[src/rtl/mem_arb_pkg.sv]
// Shared types and constants for the round-robin main-memory arbiter.
package mem_arb_pkg;

    typedef enum logic [1:0] {
        IDLE    = 2'd0,
        GRANT   = 2'd1,
        RD_WAIT = 2'd2
    } mem_arb_state_e;

    localparam int unsigned ADDR_W = 32;
    localparam int unsigned WORD_W = 32;

    // Counter widths must stay at least one bit, even for single-beat blocks.
    function automatic int unsigned max1(input int unsigned v);
        return (v < 1) ? 1 : v;
    endfunction

endpackage

[src/rtl/rr_arbiter.sv]
// Combinational rotating-priority select: first set request at or after prio,
// searching cyclically upward.
module rr_arbiter #(
    parameter  int unsigned num_req_p = 2,
    localparam int unsigned id_w_lp   = $clog2(num_req_p)
) (
    input  logic [num_req_p-1:0] req,
    input  logic [id_w_lp-1:0]   prio,
    output logic [id_w_lp-1:0]   gnt_id,
    output logic                 gnt_v
);

    always_comb begin
        gnt_id = '0;
        gnt_v  = 1'b0;
        for (int i = 0; i < int'(num_req_p); i++) begin
            for (int k = 0; k < int'(num_req_p); k++) begin
                if (!gnt_v && req[k] && (k == (int'(prio) + i) % int'(num_req_p))) begin
                    gnt_v  = 1'b1;
                    gnt_id = id_w_lp'(k);
                end
            end
        end
    end

endmodule

[src/rtl/mem_arbiter.sv]
// Round-robin arbiter sharing one main-memory port among cache DMA requesters;
// the grant is held for a whole read (request + beats) or write burst.
module mem_arbiter
    import mem_arb_pkg::*;
#(
    parameter  int unsigned num_req_p        = 2,
    parameter  int unsigned dma_data_width_p = 2,
    parameter  int unsigned block_width_p    = 8,
    localparam int unsigned beats_lp         = block_width_p / dma_data_width_p,
    localparam int unsigned cnt_w_lp         = max1($clog2(beats_lp)),
    localparam int unsigned id_w_lp          = $clog2(num_req_p),
    localparam int unsigned beat_w_lp        = dma_data_width_p * WORD_W
) (
    input  logic                           clk_i,
    input  logic                           nreset_i,
    input  logic [num_req_p-1:0]           req_valid_i,
    output logic [num_req_p-1:0]           req_ready_o,
    input  logic [num_req_p-1:0]           req_we_i,
    input  logic [num_req_p*ADDR_W-1:0]    req_addr_i,
    input  logic [num_req_p*beat_w_lp-1:0] req_wdata_i,
    output logic [num_req_p-1:0]           resp_valid_o,
    output logic [beat_w_lp-1:0]           resp_data_o,
    output logic                           mem_valid_o,
    output logic                           mem_we_o,
    output logic [ADDR_W-1:0]              mem_addr_o,
    output logic [beat_w_lp-1:0]           mem_wdata_o,
    input  logic                           mem_ready_i,
    input  logic                           mem_valid_i,
    input  logic [beat_w_lp-1:0]           mem_data_i,
    output logic [id_w_lp-1:0]             grant_id_o
);

    mem_arb_state_e        state_q, state_d;
    logic [id_w_lp-1:0]    grant_q, grant_d;
    logic [id_w_lp-1:0]    prio_q, prio_d;
    logic [cnt_w_lp-1:0]   beat_q, beat_d;

    logic [id_w_lp-1:0]    arb_id;
    logic                  arb_v;
    logic [id_w_lp-1:0]    grant_nxt;
    logic                  sel_valid, sel_we, hs, last_beat;
    logic [ADDR_W-1:0]     sel_addr;
    logic [beat_w_lp-1:0]  sel_wdata;

    rr_arbiter #(.num_req_p(num_req_p)) u_rr (
        .req    (req_valid_i),
        .prio   (prio_q),
        .gnt_id (arb_id),
        .gnt_v  (arb_v)
    );

    always_comb begin
        sel_valid = 1'b0;
        sel_we    = 1'b0;
        sel_addr  = '0;
        sel_wdata = '0;
        for (int k = 0; k < int'(num_req_p); k++) begin
            if (grant_q == id_w_lp'(k)) begin
                sel_valid = req_valid_i[k];
                sel_we    = req_we_i[k];
                sel_addr  = req_addr_i[ADDR_W*k +: ADDR_W];
                sel_wdata = req_wdata_i[beat_w_lp*k +: beat_w_lp];
            end
        end
    end

    assign hs          = sel_valid & mem_ready_i;
    assign last_beat   = (beat_q == cnt_w_lp'(beats_lp - 1));
    assign grant_nxt   = (grant_q == id_w_lp'(num_req_p - 1)) ? '0 : grant_q + 1'b1;
    assign mem_addr_o  = sel_addr;
    assign mem_wdata_o = sel_wdata;
    assign resp_data_o = mem_data_i;
    assign grant_id_o  = grant_q;

    always_comb begin
        state_d      = state_q;
        grant_d      = grant_q;
        prio_d       = prio_q;
        beat_d       = beat_q;
        req_ready_o  = '0;
        resp_valid_o = '0;
        mem_valid_o  = 1'b0;
        mem_we_o     = 1'b0;
        unique case (state_q)
            IDLE: begin
                if (arb_v) begin
                    grant_d = arb_id;
                    beat_d  = '0;
                    state_d = GRANT;
                end
            end
            GRANT: begin
                mem_valid_o = sel_valid;
                mem_we_o    = sel_we;
                for (int k = 0; k < int'(num_req_p); k++) begin
                    req_ready_o[k] = (grant_q == id_w_lp'(k)) & mem_ready_i;
                end
                if (hs) begin
                    if (!sel_we) begin
                        state_d = RD_WAIT;
                        beat_d  = '0;
                    end else if (last_beat) begin
                        state_d = IDLE;
                        prio_d  = grant_nxt;
                    end else begin
                        beat_d = beat_q + 1'b1;
                    end
                end
            end
            RD_WAIT: begin
                // Response beats go only to the requester that owns the grant.
                for (int k = 0; k < int'(num_req_p); k++) begin
                    resp_valid_o[k] = (grant_q == id_w_lp'(k)) & mem_valid_i;
                end
                if (mem_valid_i) begin
                    if (last_beat) begin
                        state_d = IDLE;
                        prio_d  = grant_nxt;
                    end else begin
                        beat_d = beat_q + 1'b1;
                    end
                end
            end
            default: state_d = IDLE;
        endcase
    end

    always_ff @(posedge clk_i or negedge nreset_i) begin
        if (!nreset_i) begin
            state_q <= IDLE;
            grant_q <= '0;
            prio_q  <= '0;
            beat_q  <= '0;
        end else begin
            state_q <= state_d;
            grant_q <= grant_d;
            prio_q  <= prio_d;
            beat_q  <= beat_d;
        end
    end

endmodule

[config.mk]
export PLATFORM = sky130hd
export DESIGN_NAME = mem_arbiter
export DESIGN_NICKNAME = d
export VERILOG_FILES = /design/src/rtl/mem_arb_pkg.sv /design/src/rtl/rr_arbiter.sv /design/src/rtl/mem_arbiter.sv
export SDC_FILE = /design/constraint.sdc
export NUM_CORES = 1
export LEC_CHECK = 0
export ABC_AREA = 1
export CORE_AREA = 2 2 167 169
export CTS_BUF_LIST = sky130_fd_sc_hd__clkbuf_4 sky130_fd_sc_hd__clkbuf_8
export DETAILED_ROUTE_END_ITERATION = 6
export DIE_AREA = 0 0 169 171
export GPL_TIMING_DRIVEN = 0
export PLACE_DENSITY = 0.45
export SKIP_CTS_REPAIR_TIMING = 1
export SYNTH_ARGS = -nofsm -noshare
export SYNTH_HDL_FRONTEND = slang
export SYNTH_SLANG_ARGS = --single-unit
[constraint.sdc]
create_clock -name clk_i -period 1.37 [get_ports clk_i]
set_clock_uncertainty 0.05 [all_clocks]
set_input_delay 0.2055 -clock clk_i [delete_from_list [all_inputs] [get_ports clk_i]]
set_output_delay 0.2055 -clock clk_i [all_outputs]
set_load 0.005 [all_outputs]
==> Yosys cells after proc, flatten, opt, wreduce, memory -nomap -nowiden <==
Cells that the tools add are included.
{ "word_totals": {"ff_bits": 6, "latchBits": 0, "mem_bits_rw": 0, "mem_bits_ro": 0, "out_inout_bits": 167, "mem_count": 0} }
{ "op_classes": {"addsub": 3, "multipliers": 0, "n_div": 0, "n_lt_le_gt_ge": 0, "eq_ne": 8, "shifts": 0, "n_mux": 33, "bitwise": 7, "n_reduce_logical": 19} }
{ "op_table": {"columns": ["cell", "count"], "rows": [
  ["logical NOT 32 bit", 2],
  ["two-way mux 64 bit", 1],
  ["two-way mux 32 bit", 1],
  ["two-way mux 2 bit", 12],
  ["two-way mux 1 bit", 16],
  ["one-hot mux 2 bit (3 select lines)", 2],
  ["!= test 2 bit, second input constant", 4],
  ["AND reduction 4 bit", 2],
  ["logical AND 1 bit", 7],
  ["bitwise AND 1 bit", 5],
  ["== test 2 bit, second input constant", 2],
  ["logical NOT 1 bit", 3],
  ["AND reduction 3 bit", 1],
  ["nonzero test 3 bit", 1],
  ["adder 1 bit, second input constant", 2],
  ["adder 2 x 1 -> 2 bit, second input constant", 1],
  ["== test 2 x 1 -> 1 bit, second input constant", 1],
  ["== test 2 bit, first input constant", 1],
  ["logical NOT 2 bit", 1],
  ["one-hot mux 1 bit (2 select lines)", 1],
  ["AND reduction 2 bit", 1],
  ["nonzero test 2 bit", 1],
  ["bitwise AND 1 bit, first input constant", 1],
  ["NOT 1 bit", 1]
]} }

==> Longest topological paths before layout <==
Gate-level depths: netlist of run 1.
{ "logic_depth": {"depth_word": 17, "depth_mapped": 9} }

==> Modules after synthesis <==
From an unflattened synthesis of run 1, not the netlist that was laid out.
{ "unflattened": {"hier_cells": 459, "hier_area_um2": 2210.9} }
{ "modules_own_cells": {"columns": ["module", "instances", "cells_per_inst", "area_each_um2", "seq_area_each_um2"], "rows": [
  ["mem_arbiter", 1, 455, 2192.1, 150.1],
  ["rr_arbiter", 1, 4, 18.8, 0.0]
]} }

==> Least setup slack after synthesis of run 1 <==
Ideal clock, no wire load.
{ "synth_timing": {"kind": "register to register", "startpoint": "register state_q[1]", "endpoint": "register prio_q", "setup_time_ps": 121, "arrival_time_ps": 1139, "path_slack_ps": 60, "stages_incl_launch_ff": 10, "path_cell_list": "dfrtp_1 inv_1 ha_1 buf_2 nor2_1 inv_1 nand3_1 inv_1 nand3_1 nand2_1"} }
{ "synth_between": {"elab_chain_len": 3} }
{ "synth_rtl": {"columns": ["item", "line_no", "source"], "rows": [
  ["start: declaration", "mem_arbiter.sv:33", "mem_arb_state_e state_q, state_d;"],
  ["start signal: assignment", "mem_arbiter.sv:135", "state_q <= state_d;"],
  ["== test 2 x 1 -> 1 bit / == test 2 bit (equally long branches)", "mem_arbiter.sv:84", "unique case (state_q)"],
  ["!= test 2 bit (no line) / nonzero test 2 bit (equally long branches)", null, null],
  ["AND reduction 4 bit (no line)", null, null],
  ["end signal: assignment", "mem_arbiter.sv:137", "prio_q <= prio_d;"],
  ["end: declaration", "mem_arbiter.sv:35", "logic [id_w_lp-1:0] prio_q, prio_d;"]
]} }
Parallel ways exist; a longest one is shown, timed or not.
A chain may end at the register's enable or synchronous reset.

==> Final worst setup path of run 1 <==
{ "layout_timing": {"startpoint": "register grant_q, in the netlist grant_id_o", "endpoint": "output port mem_addr_o[14]"} }
{ "layout_between": {"elab_chain_len": 1} }
{ "layout_rtl": {"columns": ["item", "line_no", "source"], "rows": [
  ["start: declaration", "mem_arbiter.sv:34", "logic [id_w_lp-1:0] grant_q, grant_d;"],
  ["start signal: assignment", "mem_arbiter.sv:136", "grant_q <= grant_d;"],
  ["two-way mux 32 bit", "mem_arbiter.sv:58", "if (grant_q == id_w_lp'(k)) begin"],
  ["end: declaration", "mem_arbiter.sv:25", "output logic [ADDR_W-1:0] mem_addr_o,"]
]} }
Every way passes these cells.

==> impl_metrics.ini, run 1 <==
[critical_path]
critPathKind = reg2out
start_kind = register
cp_max_fo = 8
cp_common_cell = nand2_1
endpoint_kind = output pin
path_buf_inv = 4
cp_data_arrival_time_ns = 1.74
critPathSlowestCell = clkdlybuf4s50_1
path_cells = clkinvlp_4 -> buf_12 -> buf_8 -> nand2_1 -> nand2_1 -> clkdlybuf4s50_1
cpLargestDelayFamily = buffers and inverters
critPathMaxStageDelay_ns = 0.51
worst_ep_required_time_ns = 1.11

[clock_network]
cts_root_buffer = clkbuf_8
cts_tree = built
clock_latency_ns = 0.22
cts_sinks = 6
clkTransAtPathRegs_ns = 0.04
clockBufferDepth = 2
tritoncts.num_buffers = 3
htree_levels = 1

[floorplanning]
die_x_um = 169
die_y_um = 171
core_um2 = 27320
ioPinCount = 431
fp.dieArea_um2 = 28900
rows = 61
start_util = 0.08178

[global_route]
grt_pass1_wl_um = 21590
antenna_found_initial = 1
grt_usage = 0.09641
grt_pass1_vias = 3733
overflow = 0
grt_max_degree = 11

[job]
drv_cap = 0

[timing]
final.setup.tns_ns = -40.26
fin_ws_ns = -0.6300
finalMaxSlewViolations = 0
post-route-period-util = 1.460
fmax_mhz = 500.0
fin_crit_ns = 2.000
hold_viol = 0
setup_violations = 107
tightest_slew_ns = 0.2930
rsz0062_at_grt = yes
relSlewSlack = 0.8040

[logic_synthesis]
syn_nets = 728
mappedNetlistArea_um2 = 2235
synth_cell_types = 20
avgSynthCellArea_um2 = 4.858
ys_warn_count = 0
syn_inst = 460
ys_seq_area_frac = 0.06719
ys_seq_elements = 6

[placed_design]
portBuffers = 366
place_area_um2 = 6331
place_hpwl_um = 13760
post-place-cells = 1172
gp_congestion = 0.7337

[finish]
fin_area_um2 = 7023
fill_cells = 3069
layout.cells.most_common_list = nand2_1, clkdlybuf4s50_1, buf_4
final_common_cell = nand2_1
final_nets = 1144
regArea_um2 = 152.6
fin_cells = 1221
area_growth_pct = 214.3
multi_input_area_um2 = 1674
drive_above_1_share = 0.3398

[route]
drt_pass1_iterations = 4
drt_iter0_drc = 85
vias_per_cell = 3.387
routed_wl_um = 17130
avgRoutedWirePerCell_um = 14.03
postRouteAntennaNets = 0
num_vias = 4136
drc = 0

[status]
status = complete, but fails checks
violations = negative setup slack

[power_and_ir_drop]
power_mw = 9.437
max-vdd-ir-drop_mv = 0.5044
power_density_nw_per_um2 = 1344
p_leak_nw = 3.659

[worst_hold_path]
hp-class = in2async
kinds of logic (layout without fill, tap and decap cells):
kind of cell,Yosys count,in the layout,synth area share
other,0,1,0
buffers and inverters,104,518,0.3035
AND/OR/NAND/NOR,337,337,0.5834
AO/OA/AOI/OAI,9,9,0.02352
adder cells (fa/ha/maj),4,4,0.02240
flip-flops,6,6,0.06719
metrics by stage:
step | util | hold slack [ns] | worst slack [ns]
detailed placement | 0.2317 | 0.4321 | -0.6765
CTS | 0.2332 | 0.1925 | -0.9270
global placement | 0.2317 | 0.4250 | -0.6925
global route | 0.2569 | 0.2007 | -0.7025
finish | 0.2570 | 0.1847 | -0.6300
floorplan | - | -0.1401 | 0.06032
flip-flops by register name, indices dropped and copies added (netlist names):
signal and count:
beat_q 2, prio_q 1, grant_id_o 1, state_q 2
layout make-up:
| type | count | share of cell area |
|---|---|---|
| timing repair buffer | 411 | 0.5482 |
| clock buffer | 3 | 0.005879 |
| antenna | 1 | 0.0003563 |
| buffer | 87 | 0.1128 |
| sequential | 6 | 0.02174 |
| inverter | 17 | 0.01105 |
| multi-input combinational | 350 | 0.2384 |
| tap | 346 | 0.06164 |
synthesized netlist by cell type:
cell type	count	area, um2
nand3b_1	1	7.510
nor2_1	4	15.01
nand2_1	313	1175
a21oi_1	3	15.01
buf_2	17	85.08
buf_4	69	518.0
o31ai_1	1	7.510
buf_6	1	11.26
inv_1	17	63.81
nand3_1	8	40.04
ha_1	4	50.05
nand3_2	1	10.01
a21boi_0	1	7.510
o21ai_0	3	15.01
nor2_2	1	6.260
nand2_2	3	18.77
o21bai_1	1	7.510
or2_2	1	6.260
nor3_1	5	25.02
dfrtp_1	6	150.1
power by group:
part | internal, mW | total, mW | switching (mW)
Clock | 0.189 | 0.263 | 0.0745
Combinational | 4.81 | 8.82 | 4.01
Sequential | 0.257 | 0.352 | 0.0953
per-layer routing:
metal / vias to the layer above / wire length (um) / GRT usage
met5: - / 0 / 0
met4: 0 / 129 / 0.004088
met3: 6 / 1301 / 0.02383
met2: 195 / 9050 / 0.1875
met1: 1790 / 6651 / 0.1113
li1: 2145 / - / -
worst paths after layout:
check / startpoint / endpoint / slack (ns) / cells after the start
setup / recovery: grant_id_o$_DFFE_PN0P_ / mem_addr_o[14] / -0.63 / 6
hold / removal: nreset_i / prio_q$_DFFE_PN0P_ / 0.18 / 1
setup reg to reg: grant_id_o$_DFFE_PN0P_ / prio_q$_DFFE_PN0P_ / -0.15 / 9
hold reg to reg: beat_q[1]$_DFFE_PN0P_ / beat_q[1]$_DFFE_PN0P_ / 0.47 / 2
max in group asynchronous: nreset_i / state_q[0]$_DFFE_PN0P_ / 0.84 / 1
min in group clk_i: beat_q[1]$_DFFE_PN0P_ / beat_q[1]$_DFFE_PN0P_ / 0.47 / 2
Power figures use the tool's default switching activity.
==> run 2, diff against run 1 <==
--- a/config.mk
+++ b/config.mk
@@ -10,8 +10,10 @@
 export CTS_BUF_LIST = sky130_fd_sc_hd__clkbuf_4 sky130_fd_sc_hd__clkbuf_8
 export DETAILED_ROUTE_END_ITERATION = 6
 export DIE_AREA = 0 0 169 171
+export GPL_ROUTABILITY_DRIVEN = 0
 export GPL_TIMING_DRIVEN = 0
 export PLACE_DENSITY = 0.45
+export SETUP_SLACK_MARGIN = 0.02
 export SKIP_CTS_REPAIR_TIMING = 1
 export SYNTH_ARGS = -nofsm -noshare
 export SYNTH_HDL_FRONTEND = slang
==> results of run 2 <==
Final layout, timing and power as in run 1 (identical DEF).
==> run 3, diff against run 2 <==
--- a/config.mk
+++ b/config.mk
@@ -6,13 +6,14 @@
 export NUM_CORES = 1
 export LEC_CHECK = 0
 export ABC_AREA = 1
-export CORE_AREA = 2 2 167 169
+export CORE_AREA = 2 2 169 171
 export CTS_BUF_LIST = sky130_fd_sc_hd__clkbuf_4 sky130_fd_sc_hd__clkbuf_8
 export DETAILED_ROUTE_END_ITERATION = 6
-export DIE_AREA = 0 0 169 171
+export DIE_AREA = 0 0 171 173
+export DONT_BUFFER_PORTS = 1
 export GPL_ROUTABILITY_DRIVEN = 0
 export GPL_TIMING_DRIVEN = 0
-export PLACE_DENSITY = 0.45
+export PLACE_DENSITY = 0.3
 export SETUP_SLACK_MARGIN = 0.02
 export SKIP_CTS_REPAIR_TIMING = 1
 export SYNTH_ARGS = -nofsm -noshare
==> impl_metrics.ini, run 3 (same netlist as run 1, synthesis figures left out) <==
[placed_design]
portBuffers = 0
place_area_um2 = 2708
place_hpwl_um = 11030

[floorplanning]
start_util = 0.08088
fp.dieArea_um2 = 29580
rows = 61
die_y_um = 173
core_um2 = 27630
die_x_um = 171
ioPinCount = 431

[finish]
area_growth_pct = 51.34
final_common_cell = nand2_1
fill_cells = 3274
multi_input_area_um2 = 1699
regArea_um2 = 152.6
fin_area_um2 = 3382
drive_above_1_share = 0.3920
layout.cells.most_common_list = nand2_1, buf_4, nand2_2
final_nets = 747
top_regs = beat_q: 2 flops, state_q: 2 flops
antenna_cells = 0

[timing]
hold_viol = 0
relSlewSlack = 0.7698
fin_ws_ns = -0.2285
tightest_slew_ns = 0.3442
finalMaxSlewViolations = 0
fmax_mhz = 625.6
fin_crit_ns = 1.599
post-route-period-util = 1.167
whs_ns = 0.09271
setup_violations = 107
rsz0062_at_grt = yes

[route]
avgRoutedWirePerCell_um = 15.64
postRouteAntennaNets = 0
num_vias = 2831
routed_wl_um = 13370
vias_per_cell = 3.311
drt_iter0_drc = 125
drc = 0
drt_pass1_iterations = 4

[critical_path]
endpoint_kind = output pin
reg2reg_depth = 9
critPathKind = reg2out
worst_ep_required_time_ns = 1.11
start_kind = register
cp_data_arrival_time_ns = 1.34
cp_max_fo = 6

[worst_hold_path]
whs_path_depth = 2
hp-class = in2reg

[global_route]
antenna_found_initial = 0
overflow = 0
grt_util_met1 = 0.08987
met3_usage = 0.01259
use_met2 = 0.1359
grt_pass1_wl_um = 16020
grt_pass1_vias = 2504
grt_max_degree = 11
busiest_layer = met2
grt_usage = 0.07272

[clock_network]
htree_levels = 1
cts_tree = built
clock_latency_ns = 0.22
clkTransAtPathRegs_ns = 0.04
cts_root_buffer = clkbuf_8
tritoncts.num_buffers = 3
clockBufferDepth = 2
cts_sinks = 6

[job]
drv_cap = 0

[power_and_ir_drop]
p_leak_nw = 1.778
max-vdd-ir-drop_mv = 0.6597
power_density_nw_per_um2 = 1857

[status]
status = complete, but fails checks
violations = negative setup slack
[run 3: final cells by class]
cell class	count	area share
Buffer	87	0.2286
Tap cell	378	0.1398
Clock buffer	3	0.01221
Timing Repair Buffer	14	0.04846
Sequential cell	6	0.04513
Inverter	17	0.02331
Multi-Input combinational cell	350	0.5024
[run 3: path summary, 6_finish.rpt]
path                                              from                endpoint  slack (ns)
min in group asynchronous                     nreset_i      prio_q$_DFFE_PN0P_        0.27
worst min-delay path                    req_valid_i[1]  grant_id_o$_DFFE_PN0P_        0.09
worst max register to register  grant_id_o$_DFFE_PN0P_   beat_q[1]$_DFFE_PN0P_       -0.10
max in group asynchronous                     nreset_i  state_q[0]$_DFFE_PN0P_        0.72
worst min register to register   beat_q[0]$_DFFE_PN0P_   beat_q[0]$_DFFE_PN0P_        0.47
worst max-delay path            grant_id_o$_DFFE_PN0P_         mem_wdata_o[50]       -0.23
[run 3: metal layers]
metal / vias up / share of wire
met5: - / 0
li1: 1348 / -
met4: 0 / 0.00082
met1: 1288 / 0.40
met3: 2 / 0.079
met2: 193 / 0.52
[run 3: power by group]
group	switching, mW	internal [mW]	total [mW]	leakage, nW
sequential	0.103	0.257	0.360	0.0724
clock	0.0784	0.189	0.267	0.0216
combinational	3.42	2.24	5.65	1.68
total	3.60	2.68	6.28	1.78
[run 3: worst max-delay path, cell delays in order, from the launching register on]
cell	delay [ns]
dfrtp_2	0.46
inv_4	0.12
buf_12	0.15
buf_12	0.13
clkbuf_16	0.14
nand2_2	0.05
nand2_2	0.07
[run 3: per-stage QoR]
stage | setup WS [ns] | cells | utilization | setup TNS [ns] | power (mW)
6_report | -0.2285 | 855 | 0.1224 | -16.72 | 6.280
5_1_grt | -0.3021 | 855 | 0.1224 | -25.17 | 6.945
4_1_cts | -0.5437 | 841 | 0.09949 | -35.94 | 4.650
3_5_place_dp | -0.3047 | 838 | 0.09800 | -11.73 | 4.375
3_3_place_gp | -0.3542 | 838 | 0.09800 | -11.31 | 4.413
2_1_floorplan | 0.06032 | 460 | - | 0 | 3.137
